`src/rtl/ram_port_arbiter.sv`:
```
// Three-way arbiter in front of the single-port parameter/image RAM, with locked bursts.
// Define ARB_ROUND_ROBIN_EN to swap the fixed 0>1>2 base policy for round-robin.
module ram_port_arbiter #(
   parameter int AW        = 16,
   parameter int DW        = 8,
   parameter int READ_LAT  = 1,
   parameter int MAX_BURST = 8
) (
   input  logic              clk,
   input  logic              RST,
   input  logic [2:0]        req,
   input  logic [2:0]        lock,
   input  logic [2:0]        we,
   input  logic [3*AW-1:0]   addr,
   input  logic [3*DW-1:0]   wdata,
   output logic [2:0]        ack,
   output logic [DW-1:0]     rdata,
   output logic [1:0]        grant_id,
   output logic              busy,
   output logic [AW-1:0]     ramAddress,
   output logic [DW-1:0]     ramDataIn,
   input  logic [DW-1:0]     ramDataOut,
   output logic              readSignal,
   output logic              writeSignal
);

   localparam int BCW = $clog2(MAX_BURST) + 1;

   typedef enum logic [1:0] {IDLE, ACCESS, WAIT_RD, ACK} stateT;

   stateT           state;
   logic            weLatched;
   logic [BCW-1:0]  burstCnt;
   logic [2:0]      waitCnt;
   logic [AW-1:0]   addrArr  [3];
   logic [DW-1:0]   wdataArr [3];
   logic [3:0]      reqPad;
   logic [3:0]      lockPad;
   logic            burstHit;
   logic [1:0]      basePick;
   logic [1:0]      pick;

   genvar gi;
   generate
      for (gi = 0; gi < 3; gi++) begin : gUnpack
         assign addrArr[gi]  = addr[gi*AW +: AW];
         assign wdataArr[gi] = wdata[gi*DW +: DW];
      end
   endgenerate

   // Padded so grant_id==3 (no winner yet) indexes a constant zero.
   assign reqPad  = {1'b0, req};
   assign lockPad = {1'b0, lock};

`ifdef ARB_ROUND_ROBIN_EN
   logic [1:0] rrPtr;

   function automatic logic [1:0] rrIdx(input logic [1:0] p, input int k);
      int s;
      s = (int'(p) + 1 + k) % 3;
      return s[1:0];
   endfunction
`endif

   always_comb begin
      basePick = 2'd2;
      burstHit = (grant_id != 2'd3) && reqPad[grant_id] && lockPad[grant_id]
                 && (int'(burstCnt) < MAX_BURST - 1);
`ifdef ARB_ROUND_ROBIN_EN
      // Walk backwards so the nearest candidate after rrPtr overwrites the rest.
      for (int k = 2; k >= 0; k--) begin
         if (reqPad[rrIdx(rrPtr, k)]) basePick = rrIdx(rrPtr, k);
      end
`else
      if (req[0])      basePick = 2'd0;
      else if (req[1]) basePick = 2'd1;
      else             basePick = 2'd2;
`endif
      pick = burstHit ? grant_id : basePick;
   end

   always_ff @(posedge clk or negedge RST) begin
      if (!RST) begin
         state       <= IDLE;
         ack         <= '0;
         rdata       <= '0;
         grant_id    <= 2'd3;
         busy        <= 1'b0;
         ramAddress  <= '0;
         ramDataIn   <= '0;
         readSignal  <= 1'b0;
         writeSignal <= 1'b0;
         weLatched   <= 1'b0;
         burstCnt    <= '0;
         waitCnt     <= '0;
`ifdef ARB_ROUND_ROBIN_EN
         rrPtr       <= 2'd0;
`endif
      end else begin
         ack         <= '0;
         readSignal  <= 1'b0;
         writeSignal <= 1'b0;
         case (state)
            IDLE: begin
               if (|req) begin
                  grant_id    <= pick;
                  ramAddress  <= addrArr[pick];
                  ramDataIn   <= wdataArr[pick];
                  weLatched   <= we[pick];
                  writeSignal <= we[pick];
                  readSignal  <= ~we[pick];
                  busy        <= 1'b1;
                  state       <= ACCESS;
                  if (burstHit) begin
                     burstCnt <= burstCnt + 1'b1;
                  end else begin
                     burstCnt <= '0;
`ifdef ARB_ROUND_ROBIN_EN
                     rrPtr    <= pick;
`endif
                  end
               end
            end
            ACCESS: begin
               if (weLatched || READ_LAT == 1) begin
                  if (!weLatched) rdata <= ramDataOut;
                  ack   <= 3'b001 << grant_id;
                  state <= ACK;
               end else begin
                  waitCnt <= 3'(READ_LAT - 1);
                  state   <= WAIT_RD;
               end
            end
            WAIT_RD: begin
               // Leaving on the edge where the counter would reach zero.
               if (waitCnt <= 3'd1) begin
                  rdata   <= ramDataOut;
                  ack     <= 3'b001 << grant_id;
                  waitCnt <= '0;
                  state   <= ACK;
               end else begin
                  waitCnt <= waitCnt - 3'd1;
               end
            end
            ACK: begin
               busy  <= 1'b0;
               state <= IDLE;
            end
            default: state <= IDLE;
         endcase
      end
   end

endmodule

```
`config.mk`:
```
export PLATFORM = sky130hd
export DESIGN_NAME = ram_port_arbiter
export DESIGN_NICKNAME = d
export VERILOG_FILES = /design/src/rtl/ram_port_arbiter.sv
export SDC_FILE = /design/constraint.sdc
export NUM_CORES = 1
export LEC_CHECK = 0
export CORE_UTILIZATION = 30
export DETAILED_ROUTE_END_ITERATION = 8
export PLACE_DENSITY = 0.68
export SLEW_MARGIN = 20
export SYNTH_ARGS = -nofsm -noshare
export SYNTH_HDL_FRONTEND = slang
export SYNTH_SLANG_ARGS = --single-unit
export TNS_END_PERCENT = 100
```
`constraint.sdc`:
```
create_clock -name clk -period 2.25 [get_ports clk]
set_input_delay 0.45 -clock clk [delete_from_list [all_inputs] [get_ports clk]]
set_output_delay 0.45 -clock clk [all_outputs]
set_load 0.1 [all_outputs]
```
==> metrics, run 1 <==
residual DRC count 0; total track usage a little under a fifth; Initial Util a little over 30%; Logic pwr share 66.6%; crit path cell chain ha_1 -> a21oi_2 -> o21ai_2 -> o31a_2 -> buf_12 -> o21ai_0 -> a32oi_1; CTS tree yes; HPWL Detailed 6.64 mm; initial antenna violation count 0; LEAKAGE approximately 1.9 nW; Worst R2R Setup Slack 0.17 ns; crit path capture ramAddress[15]; Top Ports around 130; Worst-path clk slew 0.10 ns; H-tree Lvls 2; Final GP Congestion 0.823; Reg power frac 24.7%; FF+latch count, synth 50; Port Buf Inserts 130; met3 wire len roughly 460 microns; Antenna Nets Post-Route 0; Final Hold Vio Count 0; FILL cells 863; core area 9240 sq um; post-synthesis sequential area ratio 43.9%; R2R Path Start burstCnt[0]; Starting DRT DRC Count 125; area of the multi-input gates 1470 sq um; Worst R2R Path Depth 7; status complete, no violations; # setup viols final 0; Placement Cell Area 4340 sq um; fin crit period between 2 and 2.5 ns; Crit Path Class reg2reg; row count 35; post-route design area 4430 sq um; DRT Pass-1 Iters 4; crit path DAT around 2.2 ns; CP peak stage delay approximately 0.42 ns; Post-Route WL 9.08 mm; Vias/cell slightly above 5; CTS Sinks 50; vias 2,948; PwrDens about 1300 nW/um^2; Synth Flop Type dfrtp_1; max cap viols 0; Tcrit/Tclk final 92.4%; Final Max Tran Viols 0; Least-Margin Pin Slew 0.530 ns; Critical Path RT 2.41 ns; Ys Warns 0; vias in the first global route 3,058; die area 9900 sq um; Root Buffer clkbuf_8; Worst Setup SP burstCnt[0]; largest net degree at the start of global routing 42; Net count, final 542; Cell Int Power 2.57 mW; worst-skew pair later-pin latency 0.30 ns; Highest Signal Layer met4; CTS Buffer Depth 2; share of layout cells above drive strength 1 21.7%; CP max FO 23; syn nets roughly 410; WHS 0.123 ns; Post-synth EDFFs 0; overall power 5.90 mW; HP Class in2async; Max-slew headroom 64.7%; Setup crit end kind flip-flop; first-pass GRT wire length 14.7 mm; Post-Syn Area around 2900 sq um; Mean Syn Cell Area 9.26 sq um; Sw Ratio 56.4%; met2 wire len approximately 4.5 mm; register area 1250 sq um; Area Overhead vs Synth 55.2%; count of different cell masters after synthesis 43; n_diodes 0; GR Overflow Total 0; die width 99.5 microns; routed length per placed instance 15.9 microns; post-route met1 wirelength about 4.0 mm; CTS Buf Count 5; RSZ-0062 raised after global routing false; Async SR Flop Fraction 100%; FMAX just under 0.5 GHz; slowest CP cell dfrtp_1; Clk pwr share approximately 8.7%; startpoint types flip-flop; P_sw 3.33 mW; clock skew 0.00827 ns; Mapped Cells slightly above 300; Hold Buf Count CTS 0; Peak VDD IR 1.04 mV; die height 99.5 microns; Reg2Reg Capture Point ramAddress[15]
[layout by cell type, fill, tap and decap left out, drive strengths merged, types with 3 or more instances in the layout]
cell	instances
a21oi	27
a32oi	24
buf	61
clkbuf	5
clkdlybuf4s50	89
dfrtp	48
ha	8
inv	7
mux2	11
nand2	34
nand3	27
nor2	4
nor2b	6
nor3	4
o21ai	57
o22ai	3
[cells in the mapped netlist, drive strengths merged, types with 3 or more instances]
cell    number  share of area (%)
nor3         4               0.70
nor2         4               0.53
dfrtp       48                 42
buf          9                2.5
a21oi       27                4.7
o21ai       57                 10
mux2        11                4.3
a32oi       24                7.4
ha           8                3.5
nand2       34                4.5
clkbuf      13                1.7
nand3       27                5.3
o22ai        3               0.88
nor2b        6                1.4
inv          7               0.92
[routing by layer]
metal	global-route usage, %	vias up
met3	3.02	12
met5	0	-
met4	5.43	0
met1	23.7	1421
li1	-	1410
met2	32.6	105
[critical path, delay by kind of cell (launching register included)]
kind	cells	cell delay [ns]
compound gates	5	1.13
fa+ha+maj	1	0.23
buf+inv	1	0.16
flops	1	0.42
[what timing repair did]
item                                    in CTS  in global routing
buffers inserted                             0                  0
resized for setup                            0                  1
endpoints found under the setup margin       0                 24
[power groups by stage]
| stage | Sequential, mW | Combinational (mW) | Clock, mW |
|---|---|---|---|
| after detailed placement | 1.47 | 3.94 | 0 |
| after global routing | 1.50 | 4.15 | 0.585 |
| final | 1.46 | 3.93 | 0.511 |
| after CTS | 1.46 | 3.95 | 0.545 |
| after floorplan | 3.21 | 1.13 | 0 |
| after global placement | 1.46 | 3.88 | 0 |
[how the worst min path moves through the flow]
stage	startpoint	to	slack, ns	depth (start not counted)
detailed placement	RST	rdata[2]	0.46	1
CTS	RST	rdata[2]	0.12	1
global route	RST	rdata[2]	0.13	1
global placement	RST	rdata[2]	0.46	1
floorplan	RST	ack[0]	0.15	0
finish	RST	rdata[2]	0.12	1
[per-stage QoR]
stage	setup slack, ns	utilization, %	setup TNS, ns	std cells
detailed placement	-0.0800	47.0	-0.472	565
CTS	0.0402	47.9	0	572
finish	0.172	47.9	0	572
global route	0.0266	47.9	0	572
floorplan	0.00934	-	0	308
global placement	0.0255	47.0	0	565
[state kept, by name, summed over array words and instances (netlist names), 2 cells and up]
name,cells
ramDataIn,8
grant_id,2
burstCnt,4
rdata,8
state,2
ramAddress,16
ack,3
waitCnt,3
[area by class of cell]
class                           count  share of cell area (%)
Clock buffer                        5                    1.55
Inverter                            7                   0.594
Sequential cell                    50                    28.3
Clock inverter                      2                   0.339
Timing Repair Buffer              150                    32.4
Multi-Input combinational cell    229                    33.2
Tap cell                          129                    3.65
[kinds of logic after synthesis]
kind of cell	after synthesis	synth area share, %
buffers and inverters	29	5.09
AO/OA/AOI/OAI	124	27.9
multiplexers	13	5.04
flip-flops	50	43.9
AND/OR/NAND/NOR	84	14.5
adder cells (fa/ha/maj)	8	3.51
Note: power is estimated with default switching activity, not from simulation.
==> run 2, diff against run 1 <==
--- a/config.mk
+++ b/config.mk
@@ -5,6 +5,7 @@
 export SDC_FILE = /design/constraint.sdc
 export NUM_CORES = 1
 export LEC_CHECK = 0
+export ABC_AREA = 0
 export CORE_UTILIZATION = 30
 export DETAILED_ROUTE_END_ITERATION = 8
 export PLACE_DENSITY = 0.68
@@ -12,4 +13,4 @@
 export SYNTH_ARGS = -nofsm -noshare
 export SYNTH_HDL_FRONTEND = slang
 export SYNTH_SLANG_ARGS = --single-unit
-export TNS_END_PERCENT = 100
+export TNS_END_PERCENT = 1
==> results of run 2 <==
Same layout as run 1: the final DEF is identical, and so are final timing and power.
==> run 3, diff against run 2 <==
--- a/config.mk
+++ b/config.mk
@@ -9,6 +9,7 @@
 export CORE_UTILIZATION = 30
 export DETAILED_ROUTE_END_ITERATION = 8
 export PLACE_DENSITY = 0.68
+export REMOVE_ABC_BUFFERS = 1
 export SLEW_MARGIN = 20
 export SYNTH_ARGS = -nofsm -noshare
 export SYNTH_HDL_FRONTEND = slang
==> metrics, run 3 (same netlist as run 1, synthesis figures left out) <==
HP Class in2async; Max-slew headroom 58.8% (-5.8 points); Reg2Reg Capture Point ramAddress[10]; max cap viols 0 (unchanged); Worst R2R Setup Slack 0.24 ns (+0.07 ns); non-filler cells, final 573 (+0.17%); clock skew 0.0152 ns (+0.00692 ns); startpoint types input port; most frequent cells in the layout 89 x clkdlybuf4s50_1, 55 x o21ai_0, 54 x buf_4, 48 x dfrtp_1, 33 x nand2_1; row count 35 (unchanged); Finished Core Util 47.9% (about the same); routed length per placed instance 15.8 microns (-0.41%); PwrDens 1340 nW/um^2 (+0.84%); Final GP Congestion 0.772 (-6.3%); Critical Path RT 2.43 ns (+0.02 ns); GR Overflow Total 0 (unchanged); FMAX 0.485 GHz (+0.85%); Root Buffer clkbuf_8; Worst R2R Path Depth 7 (unchanged); die height 99.5 microns (unchanged); Port Buf Inserts 130 (unchanged); die width 99.5 microns (unchanged); CTS tree yes; overall power 5.94 mW (+0.81%); Hold Buf Count CTS 0 (unchanged); Least-Margin Pin Slew 0.617 ns (+0.0874 ns); Crit Path Class in2reg; fin crit period 2.06 ns (-0.0176 ns); CTS Buf Count 5 (unchanged); post-route design area 4430 sq um (about the same); commonest non-fill, non-tap cell in the layout clkdlybuf4s50_1; RSZ-0062 raised after global routing false; worst-skew pair later-pin latency 0.30 ns (about the same); Initial Util 30.9% (unchanged); total track usage 18.1% (-0.58 points); biggest regs ramAddress: 16 flops, ramDataIn: 8 flops, rdata: 8 flops; die area 9900 sq um (unchanged); status complete, no violations; WHS 0.147 ns (+0.0239 ns); Post-Route WL 9.05 mm (-0.23%); core area 9240 sq um (unchanged); CTS Sinks 50 (unchanged); H-tree Lvls 2 (unchanged); crit path capture state[1]; Final Max Tran Viols 0 (unchanged); vias 2,976 (+0.95%); Starting DRT DRC Count 134 (+7.2%); HPWL Detailed 6.56 mm (-1.1%); Post-Route Setup TNS 0 ns (unchanged); Setup crit end kind flip-flop; Area Overhead vs Synth 55.1% (about the same); DRT Pass-1 Iters 4 (unchanged); share of layout cells above drive strength 1 21.4% (-0.27 points); first-pass GRT wire length 14.3 mm (-3.1%); Antenna Nets Post-Route 0 (unchanged); Final Hold Vio Count 0 (unchanged); CTS Buffer Depth 2 (unchanged); Net count, final 542 (unchanged); max reg flops 16 (unchanged); Largest Register ramAddress; crit path DAT 2.24 ns (about the same); Tcrit/Tclk final 91.6% (-0.78 points); dpl ws -0.132 ns (-0.0523 ns); initial antenna violation count 0 (unchanged); LEAKAGE 1.90 nW (+0.59%); # setup viols final 0 (unchanged); largest net degree at the start of global routing 34 (-19%); Worst-path clk slew 0.10 ns (about the same); vias in the first global route 2,921 (-4.5%); CP max FO 5 (-78%); R2R Path Start burstCnt[0]; Post-Place Cells 565 (unchanged); n_diodes 0 (unchanged); Peak VDD IR 0.729 mV (-30%); post-route worst setup slack 0.189 ns (+0.0176 ns); FILL cells 872 (+1.0%); Vias/cell 5.19 (+0.77%); residual DRC count 0 (unchanged); Worst Setup SP req[1]; Top Ports 131 (unchanged); Placement Cell Area 4330 sq um (-0.29%)
==> run 3: power breakdown <==
| group | switching, mW | internal [mW] | leakage (nW) |
|---|---|---|---|
| logic | 2.79 | 1.15 | 1.21 |
| clock network | 0.298 | 0.249 | 0.0482 |
| registers | 0.249 | 1.21 | 0.643 |
==> run 3: worst max-delay path: stages <==
cell and delay [ns]:
clkdlybuf4s50_1 0.43, buf_4 0.16, or3_1 0.44, o21ai_0 0.36
mux2_2 0.40
==> run 3: worst min path at each step <==
stage / endpoint / slack [ns] / depth (start not counted)
finish: ramAddress[5] / 0.15 / 1
CTS: ramDataIn[3] / 0.17 / 1
detailed placement: burstCnt[3] / 0.48 / 2
floorplan: ack[0] / 0.15 / 0
global route: ramAddress[12] / 0.21 / 1
global placement: burstCnt[3] / 0.47 / 2
==> run 3: layer usage <==
metal / part of all wire [%] / vias to the layer above / global-route usage, %
li1: - / 1411 / -
met2: 51 / 124 / 31.5
met1: 41 / 1433 / 23.2
met4: 1.2 / 0 / 4.75
met5: 0 / - / 0
met3: 7.0 / 8 / 3.02
==> run 3: final cells by class <==
cell class / instances / area, sq um / area share [%]
Inverter: 7 / 26.3 / 0.594
Sequential cell: 50 / 1250 / 28.3
Clock buffer: 7 / 86.3 / 1.95
Timing Repair Buffer: 150 / 1420 / 32.1
Multi-Input combinational cell: 229 / 1470 / 33.2
Clock inverter: 1 / 5.00 / 0.113
Tap cell: 129 / 161 / 3.65
==> run 3: repair_timing <==
item,4_1_cts,5_1_grt
endpoints found under the setup margin,0,3
hold endpoints to repair,0,0
resized for setup,0,1
buffers inserted,0,0
==> edit (config.mk and constraints of run 2) <==
The parameter `AW` goes from 16 to 18.
--- a/src/rtl/ram_port_arbiter.sv
+++ b/src/rtl/ram_port_arbiter.sv
@@ -2,5 +2,5 @@
 // Define ARB_ROUND_ROBIN_EN to swap the fixed 0>1>2 base policy for round-robin.
 module ram_port_arbiter #(
-   parameter int AW        = 16,
+   parameter int AW        = 18,
    parameter int DW        = 8,
    parameter int READ_LAT  = 1,
Ports: changed (resized addr and ramAddress); port bits go from 131 to 139. No check against the original RTL was run, so the function may have changed too.
==> edit against run 2 <==
Sequential cell count rose by 2; final area rose by 4.6%; wire length rose by 7.5%; worst setup slack improved by 0.00093 ns; area after synthesis rose by 4.3%; total power rose by 6.3%; core utilization rose by 1.3 points; clock skew rose by 0.0030 ns.
==> edit: results (changes against run 2) <==
Outcome
  – Status: complete, no violations

Synthesis
  – Avg Inst Size Synth: 9.18 um2 (-0.85%)
  – Synth Area in Compound Gates: 28.3% (+0.40 points)
  – Synthesized Nets: 429 (+5.4%)
  – Synth unique cells: 47 (+9.3%)
  – YS warnings: 0 (unchanged)
  – Top cells by area, synth: dfrtp_1 (42%), o21ai_0 (9.9%), a32oi_1 (7.7%)
  – Multiplexer area fraction after synthesis: 4.84% (-0.21 points)
  – Seq/Total Area, Yosys: 43.8% (-0.13 points)
  – Adder-cell area share of the yosys netlist: 3.36% (-0.14 points)
  – Top post-synthesis cells by count: o21ai_0 (59), dfrtp_1 (50), nand2_1 (35), a21oi_1 (29), nand3_1 (29)

Setup path
  – R2R Setup Slk: 0.17 ns
  – Worst path arrival time: 2.28 ns (+0.04 ns)
  – Worst Setup SP: grant_id[0]
  – CP max stage delay: 0.70 ns (+0.28 ns)
  – CP endpoint: weLatched
  – Path depth of the worst reg2reg path: 5 (-2)
  – Crit-path slowest cell: dfstp_4
  – Worst Path Max Fanout: 11 (-52%)

Cells and area
  – Layout fillers: 900 (+4.3%)
  – Largest registers: ramAddress: 18 flops, ramDataIn: 8 flops, rdata: 8 flops
  – Antenna diodes: 0 (unchanged)
  – Layout cell share with drive strength beyond 1: 20.9% (-0.81 points)
  – Final nets: 569 (+5.0%)

Power
  – Max VDD drop: 0.683 mV (-35%)
  – Leakage Power: 1.98 nW (+4.9%)

Drt
  – Met1 wire length: 4.17 mm (+4.6%)
  – Drt first pass iters: 5 (+1)
  – Met3 routed WL: 619 um (+35%)
  – Aggregate routed wire length: 9.76 mm (+7.5%)
  – DR WL/cell: 16.4 um (+3.6%)
  – Max layer used: met4
  – Met2 WL: 4.80 mm (+7.5%)
  – Initial DRC count: 166 (+33%)
  – Vias: 3114 (+5.6%)

Place
  – Number of port buffers: 138 (+6.2%)
  – Post-DP Area: 0.00452 mm2 (+4.2%)
  – Placement Setup Slack: -0.0600 ns (+0.0201 ns)
  – Placed Cells: 586 (+3.7%)
  – Routability cong.: 0.794 (-3.5%)

GRT
  – Overall routing resource usage: 18.9% (+0.27 points)
  – Largest net degree at the start of global routing: 31 (-26%)
  – M1 GR Usage: 23.9% (+0.14 points)
  – Met3 Use GR: 3.31% (+0.29 points)
  – Vias in the first global route: 3223 (+5.4%)
  – First-pass GRT wire length: 15.4 mm (+4.6%)

Timing
  – Slew Viols, Final: 0 (unchanged)
  – Setup Skew: 0.0113 ns (+0.00303 ns)
  – Tightest Pin Transition: 0.626 ns (+0.0961 ns)
[edit: worst min-delay path by stage]
stage / from / endpoint / slack (ns) / cells after the start
global placement: burstCnt[3] / burstCnt[3] / 0.47 / 2
finish: RST / rdata[6] / 0.15 / 1
detailed placement: burstCnt[3] / burstCnt[3] / 0.48 / 2
global route: RST / busy / 0.20 / 1
floorplan: RST / ack[0] / 0.15 / 0
CTS: RST / rdata[6] / 0.17 / 1
[edit: layout make-up]
class	instances	area [um2]	share of cell area (%)
Sequential cell	52	1310	28.2
Timing Repair Buffer	157	1500	32.4
Multi-Input combinational cell	241	1530	33.0
Inverter	7	26.3	0.567
Clock inverter	2	35.0	0.757
Tap cell	129	161	3.49
Clock buffer	6	72.6	1.57
[edit: where the power goes]
part	switching [mW]	internal (mW)
sequential	0.264	1.26
combinational	2.90	1.19
clock	0.318	0.331
[edit: repair_timing]
item                       4_1_cts  5_1_grt
gates resized for setup          0        1
buffers inserted                 0        0
setup endpoints to repair        0       15
